$ cat src/rtl/sid_cycle_sequencer_pkg.sv
// Shared types and defaults for the SID frame scheduler and its consumers.
// Cycle counters are 5 bits wide, so each phase can run at most 31 cycles.
package sid;

   typedef logic [4:0] cycle_t;

   typedef enum logic [1:0] {
      IDLE,
      VOICE,
      FILTER
   } seq_state_t;

   localparam int SID_VOICE_CYCLES  = 12;
   localparam int SID_FILTER_CYCLES = 10;
   localparam int SID_CYCLE_MAX     = (2 ** $bits(cycle_t)) - 1;

endpackage

$ cat src/rtl/sid_sync2.sv
// Two-flop synchronizer with rising-edge detect for asynchronous bus strobes.
// The rise output is one clk wide and aligned with the first high level.
module sid_sync2 (
   input  logic clk,
   input  logic rst_n,
   input  logic async_in,
   output logic level,
   output logic rise
);

   logic s1_reg;
   logic s2_reg;
   logic prev_reg;

   always_ff @(posedge clk) begin
      if (!rst_n) begin
         s1_reg   <= 1'b0;
         s2_reg   <= 1'b0;
         prev_reg <= 1'b0;
      end else begin
         s1_reg   <= async_in;
         s2_reg   <= s1_reg;
         prev_reg <= s2_reg;
      end
   end

   assign level = s2_reg;
   assign rise  = s2_reg & ~prev_reg;

endmodule

$ cat src/rtl/sid_cycle_sequencer.sv
// Per-PHI2 frame scheduler: voice cycles, then filter cycles, plus a tick
// every TICK_FRAMES accepted frames for bus fade-out aging.
module sid_cycle_sequencer
   import sid::*;
#(
   parameter int VOICE_CYCLES  = SID_VOICE_CYCLES,
   parameter int FILTER_CYCLES = SID_FILTER_CYCLES,
   parameter int TICK_FRAMES   = 1000
) (
   input  logic       clk,
   input  logic       rst_n,
   input  logic       phi2_pin,
   output logic       phi2,
   output logic [4:0] voice_cycle,
   output logic [4:0] filter_cycle,
   output logic       tick_ms,
   output logic       frame_active,
   output logic       overrun
);

   localparam int TICK_W = (TICK_FRAMES > 1) ? $clog2(TICK_FRAMES) : 1;
   localparam cycle_t VOICE_LAST  = cycle_t'(VOICE_CYCLES);
   localparam cycle_t FILTER_LAST = cycle_t'(FILTER_CYCLES);
   localparam logic [TICK_W-1:0] TICK_LAST = TICK_W'(TICK_FRAMES - 1);

   if (VOICE_CYCLES < 1 || VOICE_CYCLES > SID_CYCLE_MAX) begin : g_bad_voice
      $error("VOICE_CYCLES must be in 1..%0d", SID_CYCLE_MAX);
   end
   if (FILTER_CYCLES < 1 || FILTER_CYCLES > SID_CYCLE_MAX) begin : g_bad_filter
      $error("FILTER_CYCLES must be in 1..%0d", SID_CYCLE_MAX);
   end
   if (TICK_FRAMES < 1) begin : g_bad_tick
      $error("TICK_FRAMES must be at least 1");
   end

   seq_state_t        state_reg;
   cycle_t            voice_cycle_reg;
   cycle_t            filter_cycle_reg;
   logic [TICK_W-1:0] tick_cnt_reg;
   logic              tick_ms_reg;
   logic              overrun_reg;
   logic              rise;
   logic              accept;

   sid_sync2 u_phi2_sync (
      .clk      (clk),
      .rst_n    (rst_n),
      .async_in (phi2_pin),
      .level    (phi2),
      .rise     (rise)
   );

   // A rise landing on the final filter cycle chains straight into the next frame.
   assign accept = rise & ((state_reg == IDLE) ||
                           ((state_reg == FILTER) && (filter_cycle_reg == FILTER_LAST)));

   always_ff @(posedge clk) begin
      if (!rst_n) begin
         state_reg        <= IDLE;
         voice_cycle_reg  <= '0;
         filter_cycle_reg <= '0;
         tick_cnt_reg     <= '0;
         tick_ms_reg      <= 1'b0;
         overrun_reg      <= 1'b0;
      end else begin
         tick_ms_reg <= 1'b0;
         if (accept) begin
            state_reg        <= VOICE;
            voice_cycle_reg  <= cycle_t'(1);
            filter_cycle_reg <= '0;
            tick_ms_reg      <= (tick_cnt_reg == TICK_LAST);
            tick_cnt_reg     <= (tick_cnt_reg == TICK_LAST) ? '0 : tick_cnt_reg + 1'b1;
         end else begin
            unique case (state_reg)
               IDLE: begin
                  voice_cycle_reg  <= '0;
                  filter_cycle_reg <= '0;
               end
               VOICE: begin
                  if (voice_cycle_reg == VOICE_LAST) begin
                     voice_cycle_reg  <= '0;
                     filter_cycle_reg <= cycle_t'(1);
                     state_reg        <= FILTER;
                  end else begin
                     voice_cycle_reg <= voice_cycle_reg + cycle_t'(1);
                  end
               end
               FILTER: begin
                  if (filter_cycle_reg == FILTER_LAST) begin
                     filter_cycle_reg <= '0;
                     state_reg        <= IDLE;
                  end else begin
                     filter_cycle_reg <= filter_cycle_reg + cycle_t'(1);
                  end
               end
               default: begin
                  state_reg        <= IDLE;
                  voice_cycle_reg  <= '0;
                  filter_cycle_reg <= '0;
               end
            endcase
         end
         if (rise && !accept) begin
            overrun_reg <= 1'b1;
         end
      end
   end

   assign voice_cycle  = voice_cycle_reg;
   assign filter_cycle = filter_cycle_reg;
   assign tick_ms      = tick_ms_reg;
   assign overrun      = overrun_reg;
   assign frame_active = (voice_cycle_reg != '0) || (filter_cycle_reg != '0);

endmodule

$ cat config.mk
export PLATFORM = sky130hd
export DESIGN_NAME = sid_cycle_sequencer
export DESIGN_NICKNAME = d
export VERILOG_FILES = /design/src/rtl/sid_cycle_sequencer_pkg.sv /design/src/rtl/sid_sync2.sv /design/src/rtl/sid_cycle_sequencer.sv
export SDC_FILE = /design/constraint.sdc
export NUM_CORES = 1
export LEC_CHECK = 0
export CORE_MARGIN = 3
export CORE_UTILIZATION = 45
export DETAILED_ROUTE_END_ITERATION = 10
export DONT_BUFFER_PORTS = 1
export GPL_TIMING_DRIVEN = 0
export PLACE_DENSITY = 0.6
export SYNTH_ARGS = -nofsm -noshare
export SYNTH_HDL_FRONTEND = slang
export SYNTH_HIERARCHICAL = 1
export SYNTH_SLANG_ARGS = --single-unit
$ cat constraint.sdc
create_clock -name clk -period 3 [get_ports clk]
set_input_delay 0.45 -clock clk [delete_from_list [all_inputs] [get_ports clk]]
set_output_delay 0.45 -clock clk [all_outputs]
set_load 0.005 [all_outputs]
==> results.yml, run 1 <==
run_status:
  status: "complete, no violations"
synth:
  synthMuxAreaShare: 0.00709
  synth_compound_area_frac: 0.199
  synth-edff-count: 0
  mappedNetlistNets: 175
  yosysWarningCount: 6
  synth_seq_area_share: 0.383
  synth_top_family_by_area: "simple AND/OR/NAND/NOR gates"
  synth_simple_gate_area_share: 0.252
  synth.cell_area_mm2: 0.00141
  avgSynthCellArea_um2: 8.67
  synth_seq_cells: 27
  synth_top_area_share: 0.383
  synthAdderAreaFrac: 0.0797
  ys_async_sr_fraction: 0
  synth_area_leaders: "dfxtp_1 (38%), ha_1 (8.0%), a21oi_1 (6.0%)"
  ys_types: 44
  yosys.area.top_type: "dfxtp_1"
  syn_inst: 163
  yosys_most_used_dff: "dfxtp_1"
  synth_xor_area_frac: 0.0186
route:
  firstDrtPassIters: 4
  drc: 0
  num_vias: 1181
  drt_iter0_markers: 57
  routed_wl_um: 3000
  wl_per_cell_um: 14.3
  antenna_left: 0
  vias_per_cell: 5.65
grt:
  grt_first_pass_wirelength_um: 4870
  grt_overflow: 0
  antenna_found_initial: 0
  grt_pass1_vias: 1092
  grt.total_usage: 0.172
  grt_max_degree: 16
timing:
  skew_ps: 3.43
  min_period_ps: 1920
  clock.fmax_ghz: 0.520
  setup_viol: 0
  tightest_slew_ps: 628
  maxSlewViolCount: 0
  fin_tns_setup_ps: 0
  rsz0062_at_grt: "false"
  fin_crit_sh: 0.641
  slew-limit-headroom: 0.577
  hold_viol: 0
cells_and_area:
  fill_cells: 280
  finalNetCount: 180
  fin_area_mm2: 0.00149
  areaGrowthSynthToFinish_pct: 5.67
  drive_gt1_frac: 0.0958
  fin_cells: 209
  largest_reg_flops: 10
  num_antenna_cells: 0
  layout_common_cells: "dfxtp_1 (27), a21oi_1 (17), inv_1 (15)"
  layout_commonest_cell: "dfxtp_1"
clocking:
  post_cts_buffers: 0
  htree_levels: 1
  root_buffer: "clkbuf_4"
  clock_sinks: 27
  cts_tree: "done"
  insertion_delay_ps: 330
  clk_path_buf_depth: 2
  post_cts_resized: 0
  cts_hold_buf: 0
  numCtsBuffers: 3
  clkTransAtPathRegs_ps: 150
critical_path:
  end_kind: "flip-flop"
  crit_path_max_fanout: 7
  crit_arrival_ps: 2200
  worst_setup_path_start_kind: "flip-flop"
  cp.required_ps: 3280
  cpMaxStageDelayCell: "dfxtp_1"
  slowest_delay_ps: 460
  crit_chain: "inv_1 > ha_1 > and4b_1 > clkbuf_2 > nor2_1 > o21ai_0 > a21oi_1"
  critPathKind: "flip-flop to flip-flop"
place:
  placed_cell_area_mm2: 0.00147
  dp.cells: 205
  gp_congestion: 0.831
  port_buffers: 0
  hpwl_um: 2210
pwr:
  max-vdd-ir-drop_mv: 0.234
  power_density_mw_per_mm2: 377
  p_total_w: 0.000562
  p_leak_nw: 0.485
die:
  die_h_um: 62.0
  coreArea_mm2: 0.00288
  std_cell_rows: 19
  start_util: 0.491
  die_area_mm2: 0.00385
  io_pins: 17
  die_x_um: 62.0
job:
  maxCapViolations: 0
hold_path:
  hold_path.class: "input pin to flip-flop"
## routing by layer
metal | track usage | vias to the layer above | share of wire
met3 | 0.0413 | 7 | 0.045
met4 | 0.0818 | 0 | 0.023
li1 | - | 599 | -
met1 | 0.246 | 550 | 0.51
met2 | 0.240 | 25 | 0.42
met5 | 0 | - | 0
## final cells by class
class	count	area, um^2	area share
Buffer	5	30.0	0.0201
Sequential cell	27	541	0.362
Inverter	15	56.3	0.0377
Multi-Input combinational cell	116	786	0.526
Tap cell	42	52.6	0.0352
Clock buffer	3	22.5	0.0151
Clock inverter	1	5.00	0.00335
## power by group
part / leakage [nW] / switching (W) / internal [W]
combinational: 0.249 / 0.0000221 / 0.0000116
sequential: 0.218 / 0.00000377 / 0.000363
clock: 0.0177 / 0.000112 / 0.0000502
total: 0.485 / 0.000138 / 0.000425
## worst max-delay path, delay by kind of cell (launching register included)
kind                     cells  cell delay [ps]
AND/OR/NAND/NOR              2              610
buffers and inverters        2              250
AO/OA/AOI/OAI                2              320
adder cells (fa/ha/maj)      1              240
flip-flops                   1              460
## cell families after synthesis
logic type	count (synthesis)
simple gates	58
mux	1
compound gates	45
buf+inv	20
xor+xnor	3
fa+ha+maj	9
flops	27
## metrics by stage
stage | hold WS (ps) | util | setup WS [ps]
CTS | 223 | 0.519 | 1080
detailed placement | 418 | 0.509 | 1120
finish | 230 | 0.519 | 1080
floorplan | 406 | - | 1340
global placement | 418 | 0.509 | 1160
global route | 218 | 0.519 | 911
## worst paths after layout
path	start	end	slack (ps)	cells after the start
hold / removal	rst_n	u_phi2_sync/s1_reg$_SDFF_PN0_	230	1
setup / recovery	voice_cycle[0]$_SDFFE_PN0P_	state_reg[0]$_SDFFE_PN0P_	1080	7
setup reg to reg	voice_cycle[0]$_SDFFE_PN0P_	state_reg[0]$_SDFFE_PN0P_	1080	7
hold reg to reg	u_phi2_sync/s1_reg$_SDFF_PN0_	u_phi2_sync/level$_SDFF_PN0_	450	1
## cells in the mapped netlist, drive strengths merged (3+ instances only)
library cell,number
xor2,3
inv,15
buf,3
nor2,5
a211oi,4
and2,3
dfxtp,27
nand4,3
ha,9
nor3,5
o21ai,11
a21oi,18
nand2,12
or3,7
nand3,8
No activity file was read; power rests on OpenSTA's default activity.
==> inputs of run 2 (changes only) <==
- clock period: 3 -> 2 ns (I/O delays scaled with it)
==> results.yml, run 2 (same netlist as run 1, synthesis figures left out) <==
hold_path:
  hold_path.class: "input pin to flip-flop"
timing:
  fin_crit_sh: 0.920
  maxSlewViolCount: 0
  min_period_ps: 1840
  skew_ps: 2.81
  slew-limit-headroom: 0.577
  rsz0062_at_grt: "false"
  fin_tns_setup_ps: 0
  hold_viol: 0
  clock.fmax_ghz: 0.544
  setup_viol: 0
  tightest_slew_ps: 627
cells_and_area:
  layout_common_cells: "dfxtp_1 (27), a21oi_1 (17), inv_1 (15)"
  areaGrowthSynthToFinish_pct: 6.02
  fin_cells: 209
  finalNetCount: 180
  num_antenna_cells: 0
  layout_commonest_cell: "dfxtp_1"
  drive_gt1_frac: 0.108
  largest_reg_flops: 10
  fill_cells: 279
grt:
  grt.total_usage: 0.172
  grt_max_degree: 16
  use_met3: 0.0413
  grt_first_pass_wirelength_um: 4870
  grt_pass1_vias: 1092
  grt_overflow: 0
  met1_usage: 0.246
  antenna_found_initial: 0
  grtUsageMet2: 0.240
  top_usage_layer: "met1"
pwr:
  sequentialPowerShare: 0.652
  netSwitchingFraction: 0.244
  max-vdd-ir-drop_mv: 0.351
  power_density_mw_per_mm2: 563
  p_leak_nw: 0.484
  internal_power_w: 0.000638
  comb_power_share: 0.061
  power.switching_w: 0.000206
  clockPowerShare: 0.287
route:
  drc: 0
  wl_per_cell_um: 14.4
  num_vias: 1185
  firstDrtPassIters: 4
  vias_per_cell: 5.67
  routed_wl_um: 3010
  antenna_left: 0
  drt_iter0_markers: 57
clocking:
  cts_tree: "done"
  clock_sinks: 27
  clk_path_buf_depth: 2
  clkTransAtPathRegs_ps: 150
  root_buffer: "clkbuf_4"
  numCtsBuffers: 3
  post_cts_buffers: 0
  insertion_delay_ps: 330
  htree_levels: 1
die:
  die_h_um: 62.0
  die_area_mm2: 0.00385
  io_pins: 17
  coreArea_mm2: 0.00288
  start_util: 0.491
  std_cell_rows: 19
  die_x_um: 62.0
critical_path:
  cp.required_ps: 2230
  crit_arrival_ps: 2070
  crit_path_max_fanout: 10
  worst_setup_path_start_kind: "flip-flop"
  critPathKind: "flip-flop to flip-flop"
  end_kind: "flip-flop"
place:
  gp_congestion: 0.831
  dp.cells: 205
  port_buffers: 0
  hpwl_um: 2210
run_status:
  status: "complete, no violations"
job:
  maxCapViolations: 0
==> run 2: changes by cell type in the layout (fill, tap and decap cells not counted) <==
| cell | change |
|---|---|
| nor2_1 | -1 |
| nor2_2 | +1 |
| nand2_2 | +1 |
| nand2_1 | -1 |
==> run 2: final cells by class <==
cell class                 instances  area, um^2  share of cell area
buffer                             5        30.0              0.0201
clock buffer                       3        22.5              0.0150
clock inverter                     1        5.00             0.00334
inverter                          15        56.3              0.0376
multi-input combinational        116         791               0.528
sequential                        27         541               0.361
tap                               42        52.6              0.0351
==> run 2: worst max-delay path, stage by stage (launching register included) <==
cell and delay (ps):
dfxtp_1 460, ha_1 250, nand4bb_4 160, o21a_1 240, buf_6 140, o41ai_1 370, a21oi_1 100
==> run 2: per-stage QoR <==
step	util	hold WS [ps]	power [W]	instance area [um^2]	worst slack (ps)
after floorplan	-	406	0.000598	1410	336
after global placement	0.509	418	0.000611	1470	155
after detailed placement	0.509	418	0.000612	1470	117
after CTS	0.519	72.9	0.000854	1490	80.3
after global routing	0.521	68.0	0.000883	1500	5.44
final	0.521	79.4	0.000844	1500	161
==> run 2: repair_timing <==
action | in CTS | in global routing
hold buffers | 0 | 0
gates resized for setup | 0 | 2
setup endpoints to repair | 0 | 5
==> run 2: worst paths after layout <==
check	startpoint	end	slack, ps	cells past startpoint
max reg2reg	filter_cycle[1]$_SDFFE_PP0N_	tick_cnt_reg[7]$_SDFFE_PN0P_	160	6
min reg2reg	u_phi2_sync/s1_reg$_SDFF_PN0_	u_phi2_sync/level$_SDFF_PN0_	450	1
max	filter_cycle[1]$_SDFFE_PP0N_	tick_cnt_reg[7]$_SDFFE_PN0P_	160	6
min	rst_n	u_phi2_sync/s1_reg$_SDFF_PN0_	80	1
==> run 2: power groups by stage <==
stage / clock, W / sequential, W / combinational (W)
finish: 0.000242 / 0.000550 / 0.0000515
global route: 0.000273 / 0.000552 / 0.0000582
global placement: 0 / 0.000561 / 0.0000497
CTS: 0.000253 / 0.000550 / 0.0000510
floorplan: 0 / 0.000560 / 0.0000384
detailed placement: 0 / 0.000562 / 0.0000506
==> run 2: per-layer routing <==
metal	vias up	wire length, um
li1	598	-
met1	555	1550
met2	25	1260
met3	7	132
met4	0	70
met5	-	0
==> inputs of run 3 (changes only) <==
- PLACE_DENSITY: 0.6 -> 0.62
- clock period: 2 -> 1.5 ns (I/O delays scaled with it)
==> results.yml, run 3 (same netlist as run 1, synthesis figures left out) <==
run_status:
  status: "finished with violations"
  violations: "setup timing"
timing:
  maxSlewViolCount: 0
  clock.fmax_ghz: 0.615
  tightest_slew_ps: 319
  worst_slack_ps: -125
  fin_tns_setup_ps: -1320
  rsz0062_at_grt: "true"
  slew-limit-headroom: 0.787
  skew_ps: 21.5
  fin_crit_sh: 1.08
  min_period_ps: 1630
  setup_viol: 18
  hold_viol: 0
pwr:
  max-vdd-ir-drop_mv: 0.627
  power_density_mw_per_mm2: 656
  p_leak_nw: 0.559
die:
  die_x_um: 62.0
  coreArea_mm2: 0.00288
  io_pins: 17
  start_util: 0.491
  die_area_mm2: 0.00385
  die_h_um: 62.0
  std_cell_rows: 19
cells_and_area:
  largest_reg_flops: 10
  fin_cells: 219
  finalNetCount: 190
  num_antenna_cells: 0
  layout_common_cells: "a21oi_1 (15), dfxtp_1 (15), inv_1 (12)"
  drive_gt1_frac: 0.328
  areaGrowthSynthToFinish_pct: 22.5
  fill_cells: 254
job:
  maxCapViolations: 0
critical_path:
  worst_setup_path_start_kind: "flip-flop"
  cp.required_ps: 1750
  critPathKind: "flip-flop to flip-flop"
  crit_buf_inv: 2
  cp_top_family: "simple AND/OR/NAND/NOR gates"
  crit_path_max_fanout: 7
  crit_chain: "inv_1 > ha_4 > and4b_1 > clkbuf_8 > nor2_4 > or3b_1 > a21oi_1"
  cpMaxStageDelayCell: "dfxtp_2"
  crit_arrival_ps: 1870
  slowest_delay_ps: 380
  end_kind: "flip-flop"
hold_path:
  hold_path.class: "input pin to flip-flop"
route:
  antenna_left: 0
  vias_per_cell: 5.65
  drc: 0
  wl_per_cell_um: 14.2
  drt_iter0_markers: 104
  firstDrtPassIters: 4
  routed_wl_um: 3100
  num_vias: 1237
grt:
  antenna_found_initial: 0
  grt_overflow: 0
  grt_pass1_vias: 1106
  grt_max_degree: 16
  grt_first_pass_wirelength_um: 5130
  grt.total_usage: 0.179
place:
  gp_congestion: 0.828
  hpwl_um: 2140
  dp.cells: 205
  port_buffers: 0
clocking:
  clock_sinks: 27
  clk_path_buf_depth: 2
  cts_tree: "done"
  insertion_delay_ps: 330
  root_buffer: "clkbuf_4"
  numCtsBuffers: 3
  clkTransAtPathRegs_ps: 160
  htree_levels: 1
==> run 3: where the power goes <==
group / internal [W] / switching [W]
registers: 0.000722 / 0.00000744
clock network: 0.000100 / 0.000214
logic: 0.0000394 / 0.0000533
total: 0.000861 / 0.000275
==> run 3: cell type report <==
cell class	instances	area, um^2	area share
plain buffers	5	45.0	0.0260
clock buffers	3	22.5	0.0130
clock inverters	1	5.00	0.00289
inverters	15	58.8	0.0340
multi-input cells	116	900	0.520
flip-flops and latches	27	563	0.325
well taps	42	52.6	0.0304
repair buffers	10	83.8	0.0484
==> run 3: path summary, 6_finish.rpt <==
| path | depth (start not counted) | slack [ps] | startpoint | to |
|---|---|---|---|---|
| max | 7 | -130 | voice_cycle[1]$_SDFFE_PP0P_ | filter_cycle[1]$_SDFFE_PP0N_ |
| min | 1 | 30 | rst_n | u_phi2_sync/prev_reg$_SDFF_PN0_ |
| max reg2reg | 7 | -130 | voice_cycle[1]$_SDFFE_PP0P_ | filter_cycle[1]$_SDFFE_PP0N_ |
| min reg2reg | 1 | 450 | u_phi2_sync/s1_reg$_SDFF_PN0_ | u_phi2_sync/level$_SDFF_PN0_ |
==> run 3: what timing repair did <==
action | in CTS | in global routing
buffers inserted | 6 | 1
endpoints found under the setup margin | 25 | 25
pin swaps | 6 | 3
cloned | 1 | 0
gates resized for setup | 23 | 13
hold buffers | 0 | 2
hold endpoints to repair | 0 | 1
==> run 3: per-layer routing <==
metal,vias up,share of wire,track usage
met2,29,0.45,0.272
met1,584,0.49,0.256
met4,0,0.0045,0.0273
met3,2,0.048,0.0496
met5,-,0,0
li1,622,-,-
==> run 3: through the flow <==
step / total power, W / worst slack (ps) / hold WS [ps] / utilization / cell area, um^2
2_1_floorplan: 0.000799 / -21.3 / 347 / - / 1470
3_3_place_gp: 0.000815 / -179 / 353 / 0.528 / 1520
3_5_place_dp: 0.000817 / -219 / 352 / 0.528 / 1520
4_1_cts: 0.00114 / -128 / 6.70 / 0.578 / 1660
5_1_grt: 0.00120 / -195 / 1.43 / 0.602 / 1730
6_report: 0.00114 / -125 / 27.4 / 0.602 / 1730
